**config.mk**
```make
export PLATFORM = sky130hd
export DESIGN_NAME = axi_delay_arbiter
export DESIGN_NICKNAME = d
export VERILOG_FILES = /design/src/rtl/axi_delay_pkg.sv /design/src/rtl/axi_delay_rr_pick.sv /design/src/rtl/axi_delay_arbiter.sv
export SDC_FILE = /design/constraint.sdc
export NUM_CORES = 1
export LEC_CHECK = 0
export ABC_AREA = 1
export CELL_PAD_IN_SITES_DETAIL_PLACEMENT = 0
export CELL_PAD_IN_SITES_GLOBAL_PLACEMENT = 1
export CORE_MARGIN = 2
export CORE_UTILIZATION = 37
export CTS_CLUSTER_SIZE = 40
export DETAILED_ROUTE_END_ITERATION = 7
export PLACE_DENSITY = 0.81
export SLEW_MARGIN = 5
export SYNTH_ARGS = -nofsm -noshare
export SYNTH_HDL_FRONTEND = slang
export SYNTH_SLANG_ARGS = --single-unit
export TNS_END_PERCENT = 100
```
**constraint.sdc**
```tcl
create_clock -name clk -period 3.2 [get_ports clk]
set_input_delay 0.64 -clock clk [delete_from_list [all_inputs] [get_ports clk]]
set_output_delay 0.64 -clock clk [all_outputs]
set_load 0.02 [all_outputs]
```
**src/rtl/axi_delay_pkg.sv**
```systemverilog
// Shared types and constants for the delay-injecting round-robin arbiter.
package axi_delay_pkg;

  typedef enum logic [1:0] {
    IDLE   = 2'd0,
    DELAY  = 2'd1,
    ACTIVE = 2'd2
  } state_e;

  localparam logic [15:0] LFSR_SEED = 16'hACE1;
  // Taps 16,14,13,11 expressed as bit positions 15,13,12,10.
  localparam logic [15:0] LFSR_TAPS = 16'hB400;

  function automatic logic [15:0] lfsr_step(input logic [15:0] cur);
    return {cur[14:0], ^(cur & LFSR_TAPS)};
  endfunction

endpackage

```
**src/rtl/axi_delay_rr_pick.sv**
```systemverilog
// Round-robin winner search: first set request strictly after last_grant, wrapping.
module axi_delay_rr_pick
  import axi_delay_pkg::*;
#(
  parameter int NUM_REQ = 4
) (
  input  logic [NUM_REQ-1:0]         req,
  input  logic [$clog2(NUM_REQ)-1:0] last_grant,
  output logic [$clog2(NUM_REQ)-1:0] winner,
  output logic                       valid
);

  localparam int IDX_W = $clog2(NUM_REQ);

  logic [IDX_W:0] sum;

  // One spare bit keeps last_grant + offset from overflowing before the modulo fold.
  always_comb begin
    winner = '0;
    valid  = 1'b0;
    sum    = '0;
    for (int i = 1; i <= NUM_REQ; i++) begin
      sum = {1'b0, last_grant} + (IDX_W+1)'(i);
      if (sum >= (IDX_W+1)'(NUM_REQ)) begin
        sum = sum - (IDX_W+1)'(NUM_REQ);
      end
      if (!valid && req[sum[IDX_W-1:0]]) begin
        valid  = 1'b1;
        winner = sum[IDX_W-1:0];
      end
    end
  end

endmodule

```
**src/rtl/axi_delay_arbiter.sv**
```systemverilog
// Round-robin arbiter that holds off each granted transfer for a programmable delay.
// Define AXI_DELAY_ARBITER_LFSR_EN to take the delay from an internal LFSR instead of cfg_delay.
module axi_delay_arbiter
  import axi_delay_pkg::*;
#(
  parameter int NUM_REQ     = 4,
  parameter int DELAY_WIDTH = 3
) (
  input  logic                       clk,
  input  logic                       rst,
  input  logic [NUM_REQ-1:0]         s_valid,
  output logic [NUM_REQ-1:0]         s_ready,
  output logic                       m_valid,
  input  logic                       m_ready,
  output logic [$clog2(NUM_REQ)-1:0] m_sel,
  input  logic [DELAY_WIDTH-1:0]     cfg_delay,
  output logic                       busy
);

  localparam int IDX_W = $clog2(NUM_REQ);
  localparam logic [IDX_W-1:0] LAST_IDX = IDX_W'(NUM_REQ - 1);

  state_e                 state_q, state_d;
  logic [DELAY_WIDTH-1:0] cnt_q, cnt_d;
  logic [IDX_W-1:0]       grant_q, grant_d;
  logic [IDX_W-1:0]       last_grant_q, last_grant_d;
  logic [IDX_W-1:0]       pick_idx;
  logic                   pick_valid;
  logic [DELAY_WIDTH-1:0] new_delay;
  logic                   req_live;
  logic                   handshake;

  axi_delay_rr_pick #(
    .NUM_REQ(NUM_REQ)
  ) u_pick (
    .req       (s_valid),
    .last_grant(last_grant_q),
    .winner    (pick_idx),
    .valid     (pick_valid)
  );

  assign req_live  = s_valid[grant_q];
  assign handshake = (state_q == ACTIVE) && req_live && m_ready;

`ifdef AXI_DELAY_ARBITER_LFSR_EN
  logic [15:0] lfsr_q, lfsr_d;

  always_comb begin
    lfsr_d = lfsr_q;
    if (handshake) begin
      lfsr_d = lfsr_step(lfsr_q);
    end
  end

  always_ff @(posedge clk) begin
    if (rst) begin
      lfsr_q <= LFSR_SEED;
    end else begin
      lfsr_q <= lfsr_d;
    end
  end

  assign new_delay = lfsr_q[DELAY_WIDTH-1:0];
`else
  assign new_delay = cfg_delay;
`endif

  // The delay is latched at grant time, so later cfg_delay changes cannot disturb it.
  always_comb begin
    state_d      = state_q;
    cnt_d        = cnt_q;
    grant_d      = grant_q;
    last_grant_d = last_grant_q;
    m_valid      = 1'b0;
    s_ready      = '0;
    case (state_q)
      IDLE: begin
        if (pick_valid) begin
          grant_d = pick_idx;
          cnt_d   = new_delay;
          state_d = (new_delay != '0) ? DELAY : ACTIVE;
        end
      end
      DELAY: begin
        if (!req_live) begin
          state_d = IDLE;
        end else begin
          cnt_d = cnt_q - DELAY_WIDTH'(1);
          if (cnt_q == DELAY_WIDTH'(1)) begin
            state_d = ACTIVE;
          end
        end
      end
      ACTIVE: begin
        m_valid          = req_live;
        s_ready[grant_q] = m_ready;
        if (!req_live) begin
          state_d = IDLE;
        end else if (handshake) begin
          last_grant_d = grant_q;
          state_d      = IDLE;
        end
      end
      default: begin
        state_d = IDLE;
      end
    endcase
    if (rst) begin
      m_valid = 1'b0;
      s_ready = '0;
    end
  end

  always_ff @(posedge clk) begin
    if (rst) begin
      state_q      <= IDLE;
      cnt_q        <= '0;
      grant_q      <= '0;
      last_grant_q <= LAST_IDX;
    end else begin
      state_q      <= state_d;
      cnt_q        <= cnt_d;
      grant_q      <= grant_d;
      last_grant_q <= last_grant_d;
    end
  end

  assign busy  = !rst && (state_q != IDLE);
  assign m_sel = rst ? '0 : grant_q;

endmodule

```
# Word-level counts from Yosys, hierarchy flattened
# Index checks and enable logic that the tools add are counted.
# Widths: inputs -> output; s select.
[totals]
regBits = 9
input_bits = 10
out_inout_bits = 8
[op_classes]
n_eq_ne = 7
n_reduce_logical = 19
n_bitwise = 1
add_sub_neg = 9
order_cmp = 10
mux = 39
[ops]
columns = ["op", "n"]
rows = [
  ["$mux 2", 15],
  ["$lt 2x3->1 const B", 5],
  ["$ge 3x3->1 const B", 4],
  ["$mux 1", 12],
  ["$bmux 1 s2", 5],
  ["$reduce_and 3->1", 3],
  ["$mux 4", 2],
  ["$sub 2x1->2 const B", 4],
  ["$logic_and 1x1->1", 7],
  ["$add 2x2->3 const B", 2],
  ["$mux 3", 2],
  ["$ne 3x3->1 const B", 2],
  ["$pmux 2 s3", 1],
  ["$pmux 3 s2", 1],
  ["$and 4x4->4", 1],
  ["$logic_not 1->1", 4],
  ["$ne 2x2->1 const B", 2],
  ["$reduce_bool 2->1", 2],
  ["$add 2x1->3 const B", 1],
  ["$add 2x3->3 const B", 1],
  ["$eq 3x1->1 const B", 1],
  ["$reduce_bool 3->1", 1],
  ["$sub 3x1->3 const B", 1],
  ["$demux 1 s2", 1],
  ["5 further kinds", 5],
]

# Depth between registers and ports, before layout
[depth]
depth_word = 17
mapped_depth = 12

# Hierarchy
# From an unflattened synthesis, not the netlist that was laid out.
[hier_totals]
cells_unflattened = 142
hier_area_um2 = 853.3
[modules_own_cells]
columns = ["module", "seq_area_each_um2", "n_inst", "area_per_inst_um2", "cells_each"]
rows = [
  ["axi_delay_arbiter", 180.2, 1, 581.8, 90],
  ["axi_delay_rr_pick", 0.0, 1, 271.5, 52],
]

# Worst setup path after synthesis
# No wires, ideal clock.
[synth_path]
kind = "input port to output port"
from = "input rst"
to = "output s_ready[0]"
path_slack_ns = 1.187
cell_stages = 3
t_arrival_ns = 1.373
cell_sequence = "clkinv_1 nand3_1 nor3_1"
[synth_via]
elab_chain_len = 1
[synth_lines]
columns = ["item", "line", "text"]
rows = [
  ["from (decl)", "axi_delay_arbiter.sv:10", "input logic rst,"],
  ["$mux 4", "axi_delay_arbiter.sv:108", "if (rst) begin"],
  ["to (decl)", "axi_delay_arbiter.sv:12", "output logic [NUM_REQ-1:0] s_ready,"],
]
# No other way between the ends.

# Final worst setup path
[layout_path]
from = "input s_valid[0]"
to = "output m_valid"
[layout_via]
elab_chain_len = 4
[layout_lines]
columns = ["item", "line", "text"]
rows = [
  ["from (decl)", "axi_delay_arbiter.sv:11", "input logic [NUM_REQ-1:0] s_valid,"],
  ["$bmux 1 s2", "axi_delay_arbiter.sv:42", "assign req_live = s_valid[grant_q];"],
  ["$mux 1 (implied by the code)", "axi_delay_arbiter.sv:42", ""],
  ["$mux 1", "axi_delay_arbiter.sv:76", "case (state_q)"],
  ["$mux 1", "axi_delay_arbiter.sv:108", ""],
  ["to (decl)", "axi_delay_arbiter.sv:13", "output logic m_valid,"],
]
# No other way between the ends. The select of a mux whose other input is x is not followed.

==> flow_metrics.py <==
metrics = {
    "min_path": {
        "hp-class": "reg2reg",
        "worstHoldStart": "cnt_q[1]",
    },
    "place": {
        "portBuffers": 17,
        "detailed_place_hpwl_mm": 1.715,
        "placed_cells": 192,
        "pre_cts_ws_ns": 0.2592,
        "gp_congestion": 0.7322,
    },
    "drt": {
        "vias": 952,
        "drc": 0,
        "drt_wl_total_mm": 2.080,
        "avgViaCountPerCell": 4.857,
        "wl_per_cell_um": 10.61,
        "first_iter_violations": 20,
        "firstDrtPassIters": 4,
        "ant_nets": 0,
    },
    "grt": {
        "grt_usage_pct": 17.83,
        "antenna_found_initial": 0,
        "grt_max_degree": 10,
        "grt_pass1_vias": 882,
        "grt_pass1_wl_mm": 3.739,
        "overflow": 0,
    },
    "synthesis": {
        "synth_top_area_share_pct": 20.43,
        "ys.warnings.count": 0,
        "synth-seq-cells": 9,
        "syn_avg_cell_area_um2": 6.001,
        "synth_top_area_cell": "dfxtp_1",
        "syn_nets": 159,
        "synth_top_cells_by_area": "dfxtp_1 20%, nand2_1 18%, nand3_1 11%, nor2_1 7.2%, inv_1 6.8%",
        "yosysSeqAreaShare_pct": 20.43,
        "synth_cells": 147,
        "yosysUniqueCellTypes": 20,
        "synth_area_um2": 882.1,
    },
    "pwr": {
        "p_per_area_nw_per_um2": 561.8,
        "ir_drop_mv": 0.3080,
        "finalPower_mw": 0.6235,
        "p_leak_nw": 0.5498,
    },
    "run_status": {
        "status": "finished, final reports clean",
    },
    "sta": {
        "finalCritPeriodShare_pct": 92.63,
        "slew_headroom_pct": 69.94,
        "fin_ws_ns": 0.2358,
        "final.setup_skew_ns": 0.007371,
        "clock.fmax_ghz": 0.3374,
        "finalSetupViolations": 0,
        "finalMaxSlewViolations": 0,
        "finalHoldViolations": 0,
        "post-route-min-period_ns": 2.964,
        "rsz0062_at_grt": "no",
        "setup_tns_ns": 0,
        "tightest_slew_ns": 0.4492,
    },
    "worst_setup_path": {
        "required_ns": 2.56,
        "worst_r2r_startpoint": "last_grant_q[0]",
        "cp-end-kind": "primary output",
        "cp.arrival_ns": 2.32,
        "path_max_fanout": 6,
        "ff2ff_setup_slack_ns": 1.56,
        "critPathLaunch": "s_valid[0]",
        "worst_setup_path_start_kind": "primary input",
        "worstSetupPathType": "in2out",
    },
    "clock_tree": {
        "clkLatencyLatePin_ns": 0.26,
        "cts-root-buf": "clkbuf_4",
        "cts_made_buffers": 3,
        "cts_hold_buf": 0,
        "clock_path_buffers": 2,
        "path_clk_slew_ns": 0.07,
        "cts_setup_buffers": 0,
        "h-tree-depth": 1,
        "cts_tree": "built",
        "cts_resized": 0,
        "cts.sinks": 9,
    },
    "floorplan": {
        "io-pin-count": 18,
        "die_height_um": 52.83,
        "start_util_pct": 39.50,
        "fp-row-count": 17,
        "coreArea_um2": 2233,
        "die_w_um": 52.83,
        "die_area_um2": 2790,
    },
    "flow_run": {
        "max-cap-violations": 0,
    },
    "layout": {
        "utilization_pct": 49.69,
        "area_growth_syn_to_layout_pct": 25.82,
        "nets": 181,
        "multi_input_area_um2": 610.6,
        "fill_cells": 242,
        "diodes": 0,
        "drive_above_1_share_pct": 13.10,
        "ff_latch_area_um2": 180.2,
        "fin_cells": 196,
    },
}
-- cells in the mapped netlist, drive strengths merged --
master,n
nor2,18
inv,19
clkinv,1
buf,1
ha,2
dfxtp,9
nand2,55
a21oi,7
nor3,5
nand3,20
o211ai,2
xor2,1
o21ai,6
nand4,1
-- through the flow --
stage	hold slack, ns	cell area, um2
floorplan	0.4516	882.1
global placement	0.4656	1084
detailed placement	0.5231	1084
CTS	0.5401	1110
global route	0.5636	1110
finish	0.5312	1110
-- kinds of logic after synthesis --
logic type	share of synthesized area, %
AND/OR/NAND/NOR	56.31
buffers and inverters	10.35
AO/OA/AOI/OAI	9.077
flip-flops	20.43
adder cells (fa/ha/maj)	2.836
XOR/XNOR	0.9931
-- critical path: stages --
cell	delay, ns
clkdlybuf4s50_1	0.48
inv_1	0.05
o21ai_0	0.19
nand2_1	0.09
nand2_2	0.12
nand2_1	0.06
nor2_1	0.08
clkdlybuf4s50_1	0.61
-- state kept, by name, summed over array words and instances (netlist names) --
name / cells
cnt_q: 3
last_grant_q: 2
state_q: 2
grant_q: 2
-- routing by layer --
| metal | global-route usage, % | share of wire (%) | up-vias |
|---|---|---|---|
| met4 | 5.128 | 0.67 | 0 |
| li1 | - | - | 514 |
| met1 | 22.51 | 48 | 418 |
| met3 | 2.571 | 3.3 | 2 |
| met5 | 0 | 0 | - |
| met2 | 31.04 | 48 | 18 |
-- area by class of cell --
| type | instances | share of cell area [%] |
|---|---|---|
| Inverter | 20 | 7.215 |
| Multi-Input combinational cell | 117 | 55.02 |
| Sequential cell | 9 | 16.23 |
| Clock buffer | 4 | 2.368 |
| Timing Repair Buffer | 18 | 16.01 |
| Tap cell | 28 | 3.157 |
-- worst paths after layout --
path,end,cells past startpoint
worst max-delay path,m_valid,8
worst min register to register,cnt_q[1],2
worst max register to register,grant_q[0],9
worst min-delay path,cnt_q[1],2
-- power breakdown --
group          switching (mW)  internal [mW]  total [mW]
clock                  0.0428         0.0481      0.0909
sequential             0.0404          0.148       0.188
combinational           0.216          0.129       0.344
total                   0.299          0.325       0.623
-- cell usage in the layout, fill, tap and decap left out, drive strengths merged, types with 2 or more instances in the layout --
| master | count |
|---|---|
| o21ai | 6 |
| ha | 2 |
| nand3 | 20 |
| clkdlybuf4s50 | 17 |
| inv | 19 |
| nor2 | 18 |
| dfxtp | 9 |
| o211ai | 2 |
| clkbuf | 4 |
| nor3 | 5 |
| nand2 | 55 |
| a21oi | 7 |
Power figures use the tool's default switching activity.
